## src/rtl/acc_reg_pkg.sv

```systemverilog
// acc_reg_pkg: shared sequencer state encoding and default sizing for the banked accumulator register file
package acc_reg_pkg;
   typedef enum logic [1:0] {IDLE, CLEAR, COPY} state_t;
   localparam int W_DEF  = 8;
   localparam int D_DEF  = 4;
   localparam int NB_DEF = 2;
endpackage

```

## src/rtl/reg_bank_array.sv

```systemverilog
// reg_bank_array: NB x 2**D register storage with two read ports, accumulator read, sweep read and one write port
module reg_bank_array
   import acc_reg_pkg::*;
#(
   parameter int W   = W_DEF,
   parameter int D   = D_DEF,
   parameter int NB  = NB_DEF,
   parameter int BW  = (NB > 1) ? $clog2(NB) : 1,
   parameter int ACC = 2**D - 1
) (
   input  logic          CLK,
   input  logic          RST_N,
   input  logic          we,
   input  logic [BW-1:0] wbank,
   input  logic [D-1:0]  waddr,
   input  logic [W-1:0]  wdata,
   input  logic [BW-1:0] rbank,
   input  logic [D-1:0]  raddr_a,
   input  logic [D-1:0]  raddr_b,
   input  logic [BW-1:0] sbank,
   input  logic [D-1:0]  saddr,
   output logic [W-1:0]  rdata_a,
   output logic [W-1:0]  rdata_b,
   output logic [W-1:0]  rdata_acc,
   output logic [W-1:0]  sdata
);
   localparam logic [D-1:0] ACC_A = D'(ACC);
   logic [W-1:0] mem [NB*(2**D)];
   always_ff @(posedge CLK or negedge RST_N)
      if (!RST_N) for (int i = 0; i < NB*(2**D); i++) mem[i] <= '0;
      else if (we) mem[{wbank, waddr}] <= wdata;
   assign rdata_a   = mem[{rbank, raddr_a}];
   assign rdata_b   = mem[{rbank, raddr_b}];
   assign rdata_acc = mem[{rbank, ACC_A}];
   assign sdata     = mem[{sbank, saddr}];
endmodule

```

## src/rtl/acc_reg_bank.sv

```systemverilog
// acc_reg_bank: banked accumulator register file with write bypass and a background clear/copy sequencer
module acc_reg_bank
   import acc_reg_pkg::*;
#(
   parameter int W      = W_DEF,
   parameter int D      = D_DEF,
   parameter int NB     = NB_DEF,
   parameter int BW     = (NB > 1) ? $clog2(NB) : 1,
   parameter int ACC    = 2**D - 1,
   parameter int BYPASS = 1
) (
   input  logic          CLK,
   input  logic          RST_N,
   input  logic          reg_write_en,
   input  logic          acc_write_en,
   input  logic [D-1:0]  waddr,
   input  logic [W-1:0]  data_in,
   input  logic [D-1:0]  raddr_a,
   input  logic [D-1:0]  raddr_b,
   output logic [W-1:0]  data_out_a,
   output logic [W-1:0]  data_out_b,
   output logic [W-1:0]  data_out_acc,
   input  logic          bank_load,
   input  logic [BW-1:0] bank_sel,
   input  logic          clr_req,
   input  logic          copy_req,
   input  logic [BW-1:0] copy_dst,
   output logic          busy,
   output logic          done
);
   localparam logic [D-1:0] ACC_A = D'(ACC);
   state_t        state;
   logic [D-1:0]  idx, wr_addr, arr_waddr;
   logic [BW-1:0] bank, src, dst, arr_wbank;
   logic          idle, wr_en, arr_we;
   logic [W-1:0]  arr_wdata, rd_a, rd_b, rd_acc, sw_data;

   assign idle      = state == IDLE;
   assign wr_en     = idle && (acc_write_en || reg_write_en);
   assign wr_addr   = acc_write_en ? ACC_A : waddr;
   assign arr_we    = wr_en || !idle;
   assign arr_wbank = (state == COPY) ? dst : bank;
   assign arr_waddr = idle ? wr_addr : idx;
   assign arr_wdata = idle ? data_in : (state == COPY) ? sw_data : '0;

   // Forwarding only ever covers port writes; sweep data is visible once committed
   assign data_out_a   = (BYPASS != 0 && wr_en && raddr_a == wr_addr) ? data_in : rd_a;
   assign data_out_b   = (BYPASS != 0 && wr_en && raddr_b == wr_addr) ? data_in : rd_b;
   assign data_out_acc = (BYPASS != 0 && wr_en && wr_addr == ACC_A) ? data_in : rd_acc;

   reg_bank_array #(.W(W), .D(D), .NB(NB), .BW(BW), .ACC(ACC)) u_array (
      .CLK(CLK), .RST_N(RST_N),
      .we(arr_we), .wbank(arr_wbank), .waddr(arr_waddr), .wdata(arr_wdata),
      .rbank(bank), .raddr_a(raddr_a), .raddr_b(raddr_b),
      .sbank(src), .saddr(idx),
      .rdata_a(rd_a), .rdata_b(rd_b), .rdata_acc(rd_acc), .sdata(sw_data)
   );

   always_ff @(posedge CLK or negedge RST_N)
      if (!RST_N) begin
         state <= IDLE;
         idx   <= '0;
         bank  <= '0;
         src   <= '0;
         dst   <= '0;
         busy  <= 1'b0;
         done  <= 1'b0;
      end else begin
         done <= 1'b0;
         if (idle) begin
            if (clr_req) begin
               state <= CLEAR;
               idx   <= '0;
               busy  <= 1'b1;
            end else if (copy_req) begin
               state <= COPY;
               idx   <= '0;
               src   <= bank;
               dst   <= copy_dst;
               busy  <= 1'b1;
            end else if (bank_load) bank <= bank_sel;
         end else begin
            idx <= idx + 1'b1;
            if (idx == '1) begin
               state <= IDLE;
               busy  <= 1'b0;
               done  <= 1'b1;
            end
         end
      end
endmodule

```

## config.mk

```make
export PLATFORM = sky130hd
export DESIGN_NAME = acc_reg_bank
export DESIGN_NICKNAME = d
export VERILOG_FILES = /design/src/rtl/acc_reg_pkg.sv /design/src/rtl/reg_bank_array.sv /design/src/rtl/acc_reg_bank.sv
export SDC_FILE = /design/constraint.sdc
export NUM_CORES = 1
export LEC_CHECK = 0
export CORE_ASPECT_RATIO = 0.7
export CORE_MARGIN = 2
export CORE_UTILIZATION = 63
export CTS_CLUSTER_SIZE = 25
export DETAILED_ROUTE_END_ITERATION = 12
export HOLD_SLACK_MARGIN = 0.03
export MAX_ROUTING_LAYER = met4
export PLACE_DENSITY_LB_ADDON = 0.3
export SLEW_MARGIN = 10
export SYNTH_ARGS = -nofsm -noshare
export SYNTH_HDL_FRONTEND = slang
export SYNTH_SLANG_ARGS = --single-unit
```

## constraint.sdc

```tcl
create_clock -name CLK -period 2.9 [get_ports CLK]
set_clock_uncertainty 0.1 [all_clocks]
set_input_delay 0.58 -clock CLK [delete_from_list [all_inputs] [get_ports CLK]]
set_output_delay 0.58 -clock CLK [all_outputs]
set_load 0.1 [all_outputs]
```

==> results of run 1 <==
==> sequential cells by signal (all words and copies together) (netlist names) <==
name,count
bank,1
busy,1
done,1
dst,1
idx,4
src,1
state,2
u_array.mem,256
==> worst min-delay path, delay by kind of cell, from the launching register on <==
kind | cells | cell delay, ps
and+or+nand+nor | 2 | 100
DFF | 1 | 350
==> through the flow <==
stage | TNS (ps) | hold slack [ps] | area, um2
6_report | -5470 | 383 | 21300
5_1_grt | -7900 | 414 | 21300
4_1_cts | -3420 | 390 | 21000
3_5_place_dp | -62720 | 380 | 19500
3_3_place_gp | -50650 | 368 | 19500
2_1_floorplan | -1470 | 184 | 16900
==> report_power, final <==
| group | internal [mW] | switching [mW] | leakage (nW) |
|---|---|---|---|
| registers | 5.00 | 1.49 | 3.65 |
| clock network | 2.09 | 1.59 | 0.455 |
| logic | 5.83 | 6.00 | 5.22 |
==> placed cells by master (no fill, tap or decap), drive strengths merged, types with 3 or more instances in the layout <==
| cell type | Yosys | final |
|---|---|---|
| clkdlybuf4s50 | 0 | 13 |
| buf | 69 | 225 |
| dfrtp | 267 | 267 |
| nor2b | 4 | 4 |
| nand2 | 53 | 53 |
| or3 | 3 | 3 |
| nor3 | 10 | 10 |
| a22oi | 9 | 9 |
| mux4 | 184 | 184 |
| or3b | 5 | 5 |
| bufinv | 0 | 3 |
| a22o | 10 | 10 |
| dlygate4sd2 | 0 | 6 |
| nand3b | 7 | 7 |
| a221oi | 9 | 9 |
| o221ai | 9 | 9 |
| o22ai | 66 | 66 |
| nor4 | 17 | 17 |
| mux2 | 293 | 293 |
| clkbuf | 31 | 37 |
| o21ai | 18 | 18 |
| mux2i | 18 | 18 |
| clkinv | 0 | 10 |
| nor2 | 19 | 19 |
| inv | 4 | 5 |
| a31oi | 8 | 8 |
| and2 | 4 | 4 |
| nand3 | 15 | 15 |
==> logic make-up after synthesis <==
kind of cell | count (synthesis) | share of synthesized area
AOI/OAI and AO/OA | 141 | 0.0577
xor gates and xnor gates | 3 | 0.00156
adders and majority gates | 1 | 0.000745
buffers and inverters | 104 | 0.0398
DFF | 267 | 0.398
muxes | 495 | 0.456
and+or+nand+nor | 143 | 0.0462
==> cell type report <==
| type | instances | share of cell area |
|---|---|---|
| clock buffer | 32 | 0.0346 |
| tap | 357 | 0.0210 |
| timing repair buffer | 251 | 0.147 |
| multi-input combinational | 783 | 0.473 |
| inverter | 4 | 0.000706 |
| sequential | 267 | 0.315 |
| clock inverter | 16 | 0.00895 |
==> path summary, 6_finish.rpt <==
| path | from | to | slack, ps | depth (start not counted) |
|---|---|---|---|---|
| min | busy | busy | 380 | 2 |
| max in group asynchronous | RST_N | u_array.mem[155] | 1480 | 3 |
| max reg2reg | idx[0] | u_array.mem[136] | -40 | 8 |
| max | bank | data_out_b[6] | -330 | 6 |
| min reg2reg | busy | busy | 380 | 2 |
| min in group asynchronous | RST_N | done | 440 | 2 |
==> routing by layer <==
layer / vias up / global-route usage / share of wire
met4: 0 / 0.190 / 0.061
met1: 6624 / 0.567 / 0.37
li1: 5040 / - / -
met2: 1114 / 0.579 / 0.44
met5: - / - / 0
met3: 253 / 0.111 / 0.13
==> repair_timing <==
item	CTS	global route
hold buffers	1	0
buffers inserted	15	12
setup endpoints to repair	231	82
pin swaps	19	10
cloned	0	1
resized for setup	94	36
endpoints found under the hold margin	59	0
==> flow_summary.ini, run 1 <==
[status]
violations = setup timing
status = finished, violations left

[clocking]
clockBufferDepth = 3
clk-insertion-delay-late_ps = 580
cts_root_buffer = clkbuf_16
cts_tree = done
path_clk_slew_ps = 70
cts.sinks = 267
cts_buffers = 27
h-tree-depth = 1

[floorplan]
die_x_um = 199
start_util = 0.648
rows = 49
core_region_area_um2 = 25900
ios = 55
dieArea_um2 = 28000
die_h_um = 141

[setup_path]
critPathBufInv = 2
cp_slowest_cell = dfrtp_2
end_kind = output pin
path_max_fanout = 8
crit_type = reg -> out
crit_family = simple AND/OR/NAND/NOR gates
required_ps = 2220
worst_setup_path_start_kind = register
crit_arrival_ps = 2550
crit_chain = buf_6 -> or3_4 -> o22ai_2 -> nor4_2 -> mux2_4 -> buf_12
slowest_delay_ps = 490

[synth]
synth-seq-cells = 267
synth_ff_type = dfrtp_1
netlist_area_um2 = 16800
postSynthCellCount = 1154
synthArstFlopShare = 1.00
ys_top_cells_by_count = 285 x mux2_2, 267 x dfrtp_1, 181 x mux4_2
syn_nets = 1184
synthTopCellsByArea = dfrtp_1 40%, mux4_2 24%, mux2_2 19%
seq_area_frac_synth = 0.398
yosysTopAreaCell = dfrtp_1
synth-edff-count = 0
yosys_warnings = 0
yosysMostFrequentCell = mux2_2
synth.top_cell.area_share = 0.398
synth.distinct_cells = 54
synth.avg_cell_area_um2 = 14.6

[sta]
fin_crit_ps = 3230
fin_ws_ps = -331
setup_viol = 55
fmax_mhz = 310
timing.final.crit_share = 1.11
tightestPinTransition_ps = 942
slew_headroom = 0.371
rsz0062_at_grt = true
drv_slew = 0
finalHoldViolCount = 0

[global_route]
antenna_found_initial = 0
grt_util_all_layers = 0.412
grt_max_degree = 67
gr-total-overflow = 0
grt_pass1_wl_mm = 82.1
grt_pass1_vias = 13118

[place]
place_ws_ps = -538
gpl.final_weighted_congestion = 1.01
place_hpwl_mm = 37.6
portBuffers = 54
placed_cells = 1636

[power_and_ir_drop]
power_mw = 22.0
p_leak_nw = 9.32
power.density_nw_per_um2 = 1040
peakVddDrop_v = 0.00117

[final_layout]
fin_nets = 1364
fin_cells = 1710
register_area_um2 = 6690
postLayoutCoreUtil = 0.820
syn_to_final_growth_pct = 26.5
multi_input_area_um2 = 10100
drive_gt1_frac = 0.628
nFillCells = 1338
diodes = 0

[routing]
wl_per_cell_um = 32.3
vias = 13031
drcViolationCount = 0
dr.pass1.iters = 6
viasPerCell = 7.62
postRouteAntennaNets = 0
drt-total-wl_mm = 55.2
first_iter_violations = 1603

[job]
maxCapViolations = 0

[min_path]
min_path_type = reg -> reg
Note: power is estimated with default switching activity, not from simulation.
==> run 2, diff against run 1 <==
Settings changed: RECOVER_POWER set to 25.
==> run 2 against run 1 <==
Net effect:
- sequential power about the same
- non-clock buffer count unchanged
- design area fell by 0.18%
- highest routed layer unchanged
- critical path depth rose by 2
- utilization is 0.14 points lower
- wire length about the same
- global-route usage is the same
- largest cell class unchanged
- flip-flop and latch count unchanged
- register-to-register slack hardly changed
- the flow finishes with violations (capacitance limit, slew limit, setup timing)
- die area did not move
- clock power is essentially flat
==> flow_summary.ini, run 2 (synthesized netlist as in run 1, its figures left out) <==
[sta]
hold_ws_ps = 384
fin_crit_ps = 3240
fin_setup_tns_ps = -5430
tightestPinTransition_ps = 1720
fin_ws_ps = -345
slew_headroom = -0.146
setup_viol = 61
timing.final.crit_share = 1.12
finalHoldViolCount = 0
fmax_mhz = 308
rsz0062_at_grt = true
drv_slew = 66

[routing]
first_iter_violations = 1561
drt-total-wl_mm = 55.2
drcViolationCount = 0
viasPerCell = 7.61
drt-met1-wl_mm = 20.7
vias = 13018
postRouteAntennaNets = 0
wl_per_cell_um = 32.3
wl_met2_mm = 24.1
routed.top_layer = met4
dr.pass1.iters = 5
dr_wl_met3_mm = 7.02

[min_path]
min_path_type = reg -> reg
holdPathStages = 2
min-delay-start = busy
hold_end = busy

[setup_path]
reg2reg_depth = 8
path_max_fanout = 8
r2r-start = idx[0]
crit_type = in -> out
crit_arrival_ps = 2560
required_ps = 2220
worst_setup_path_start_kind = primary input
end_kind = output pin
rrSetupSlack_ps = -40
r2r-end = u_array.mem[0]

[clocking]
cts_tree = done
cts.sinks = 267
h-tree-depth = 1
clk-insertion-delay-late_ps = 580
cts_buffers = 27
cts_root_buffer = clkbuf_16
path_clk_slew_ps = 70
clockBufferDepth = 3

[place]
place_hpwl_mm = 37.6
portBuffers = 54
gpl.final_weighted_congestion = 1.01
placed_cells = 1636
place_ws_ps = -538

[final_layout]
fin_nets = 1364
register_area_um2 = 6690
largest_register_ffs = 256
regMostFlops = u_array.mem
postLayoutCoreUtil = 0.818
syn_to_final_growth_pct = 26.3
multi_input_area_um2 = 10100
final_cell_mix = 269 x mux2_2, 264 x dfrtp_1, 181 x mux4_2
diodes = 0
fin_cells = 1710
layout_commonest_cell = mux2_2
nFillCells = 1342
drive_gt1_frac = 0.628
reg.largest.list = u_array.mem: 256 flops, idx: 4 flops, state: 2 flops

[status]
violations = capacitance limit, slew limit, setup timing
status = finished, violations left

[global_route]
antenna_found_initial = 0
grt_max_degree = 67
gr-total-overflow = 0
grt_util_all_layers = 0.412
grt_pass1_vias = 13118
grt_pass1_wl_mm = 82.1

[job]
maxCapViolations = 1

[floorplan]
dieArea_um2 = 28000
start_util = 0.648
die_x_um = 199
die_h_um = 141
core_region_area_um2 = 25900
rows = 49
ios = 55

[power_and_ir_drop]
power.density_nw_per_um2 = 1040
peakVddDrop_v = 0.00117
p_leak_nw = 9.31
[run 2: changes by cell type in the layout (fill, tap and decap cells not counted), sizes merged]
cell    delta
buf        -4
clkbuf     +4
[run 2: metal layers]
layer,GRT usage,up-vias
li1,-,5036
met1,0.567,6659
met2,0.579,1081
met3,0.111,242
met4,0.190,0
met5,-,-
[run 2: layout make-up]
cell class / count / share of cell area
Tap cell: 357 / 0.0211
Clock inverter: 16 / 0.00896
Inverter: 4 / 0.000708
Timing Repair Buffer: 251 / 0.145
Sequential cell: 267 / 0.315
Multi-Input combinational cell: 783 / 0.474
Clock buffer: 32 / 0.0346
[run 2: timing repair]
item	4_1_cts	5_1_grt
pin swaps	19	10
resized for setup	94	36
hold buffers	1	0
cloned	0	1
endpoints found under the hold margin	59	0
endpoints found under the setup margin	231	82
buffers inserted	15	12
[run 2: power breakdown]
part | internal (mW) | total, mW | switching [mW]
combinational | 5.83 | 11.8 | 6.02
clock | 2.09 | 3.69 | 1.60
sequential | 5.00 | 6.49 | 1.49
total | 12.9 | 22.0 | 9.11
[run 2: per-stage QoR]
step	power, mW	area, um2
3_3_place_gp	16.9	19500
2_1_floorplan	13.2	16900
3_5_place_dp	17.2	19500
5_1_grt	22.7	21200
4_1_cts	21.4	21000
6_report	22.0	21200
[run 2: worst max-delay path, cell delays in order]
cell and delay, ps:
clkdlybuf4s15_1 440, buf_4 220, nand3b_1 260, buf_4 280, o22ai_1 220, nor4_1 70, mux2_4 300, buf_12 170
[run 2: how the worst max path moves through the flow]
stage / end / cells after the start / startpoint
2_1_floorplan: data_out_acc[5] / 5 / bank
5_1_grt: data_out_b[7] / 8 / bank
4_1_cts: data_out_b[3] / 7 / bank
3_3_place_gp: data_out_a[7] / 9 / raddr_a[2]
3_5_place_dp: data_out_a[7] / 9 / raddr_a[2]
6_report: data_out_b[4] / 8 / raddr_b[2]
==> run 3, diff against run 2 <==
Settings changed: SKIP_CTS_REPAIR_TIMING set to 1.
==> run 3 against run 2 <==
Net effect:
- the flow still finishes with violations (capacitance limit, slew limit, setup timing)
- maximum frequency shrank 2.5%
- die area is the same
- critical path depth is 1 lower
- largest cell class unchanged
- design area is 0.15% higher
==> flow_summary.ini, run 3 (synthesized netlist as in run 1, its figures left out) <==
[global_route]
met2_usage = 0.554
grt_util_all_layers = 0.402
antenna_found_initial = 0
grt_pass1_wl_mm = 79.9
grt_util_met3 = 0.101
grt_pass1_vias = 12877
grt_max_degree = 67
met1_usage = 0.566
grt-busiest-layer = met1
gr-total-overflow = 0

[setup_path]
worst_setup_path_start_kind = register
crit_arrival_ps = 2650
required_ps = 2220
slowest_delay_ps = 490
end_kind = output pin
crit_chain = buf_6 -> nand3b_1 -> buf_6 -> o22ai_2 -> nor4_1 -> mux2_4 -> buf_12
crit_type = reg -> out
path_max_fanout = 8
cp_slowest_cell = dfrtp_2
path_common_cell = buf_6

[clocking]
cts.sinks = 267
path_clk_slew_ps = 70
clk-insertion-delay-late_ps = 570
cts_root_buffer = clkbuf_16
clockBufferDepth = 3
cts_tree = done
h-tree-depth = 1
cts_buffers = 27

[floorplan]
dieArea_um2 = 28000
rows = 49
start_util = 0.648
core_region_area_um2 = 25900
ios = 55
die_h_um = 141
die_x_um = 199

[place]
place_ws_ps = -538
place_hpwl_mm = 37.6
portBuffers = 54
gpl.final_weighted_congestion = 1.01
placed_cells = 1636

[final_layout]
layout_commonest_cell = mux2_2
final_cell_mix = 269 x mux2_2, 263 x dfrtp_1, 181 x mux4_2
drive_gt1_frac = 0.624
diodes = 0
fin_nets = 1363
fin_cells = 1709
regMostFlops = u_array.mem
syn_to_final_growth_pct = 26.5
largest_register_ffs = 256
reg.largest.list = u_array.mem: 256 flops, idx: 4 flops, state: 2 flops

[routing]
drcViolationCount = 0
viasPerCell = 7.62
vias = 13024
first_iter_violations = 1685
drt-total-wl_mm = 55.2
postRouteAntennaNets = 0
wl_per_cell_um = 32.3
dr.pass1.iters = 5

[status]
status = finished, violations left
violations = capacitance limit, slew limit, setup timing

[job]
maxCapViolations = 1

[sta]
timing.final.crit_share = 1.15
drv_slew = 66
setup_viol = 55
rsz0062_at_grt = true
tightestPinTransition_ps = 1750
slew_headroom = -0.164
fin_crit_ps = 3330
fmax_mhz = 300
fin_setup_tns_ps = -6100
fin_ws_ps = -429
finalHoldViolCount = 0

[power_and_ir_drop]
peakVddDrop_v = 0.00115
p_leak_nw = 9.39
power_mw = 21.9
power.density_nw_per_um2 = 1030

[min_path]
min_path_type = reg -> reg
[run 3: final cells by class]
cell class,instances,area (um2)
sequential,267,6690
inverter,4,15.0
timing repair buffer,250,3170
clock buffer,32,734
tap,357,447
multi-input combinational,783,10000
fill,1332,4680
clock inverter,16,190
[run 3: where the power goes]
group | total, mW | switching (mW) | leakage, nW | internal [mW]
combinational | 11.7 | 5.93 | 5.28 | 5.76
sequential | 6.49 | 1.49 | 3.65 | 5.00
clock | 3.70 | 1.60 | 0.455 | 2.09
[run 3: routing by layer]
layer | vias up | part of all wire
li1 | 5031 | -
met1 | 6671 | 0.38
met2 | 1104 | 0.44
met3 | 218 | 0.13
met4 | 0 | 0.051
met5 | - | 0
[run 3: worst paths after layout]
path                       slack, ps                to  cells after the start    from
setup reg to reg                 -50  u_array.mem[155]                      7  idx[1]
setup / recovery                -430     data_out_b[5]                      7    bank
hold / removal                   380              busy                      2    busy
hold reg to reg                  380              busy                      2    busy
min in group asynchronous        890              done                      2   RST_N
max in group asynchronous        190            idx[0]                      3   RST_N
[run 3: critical path: cells and delay by family, from the launching register on]
kind | cells | cell delay [ps]
buf+inv | 3 | 580
flops | 1 | 490
simple gates | 2 | 400
mux | 1 | 310
compound gates | 1 | 280
[run 3: stage by stage]
stage               utilization  hold slack, ps  area, um2
floorplan                     -             184      16900
global placement          0.752             368      19500
detailed placement        0.752             380      19500
CTS                       0.788            -129      20400
global route              0.819             413      21200
finish                    0.819             383      21200
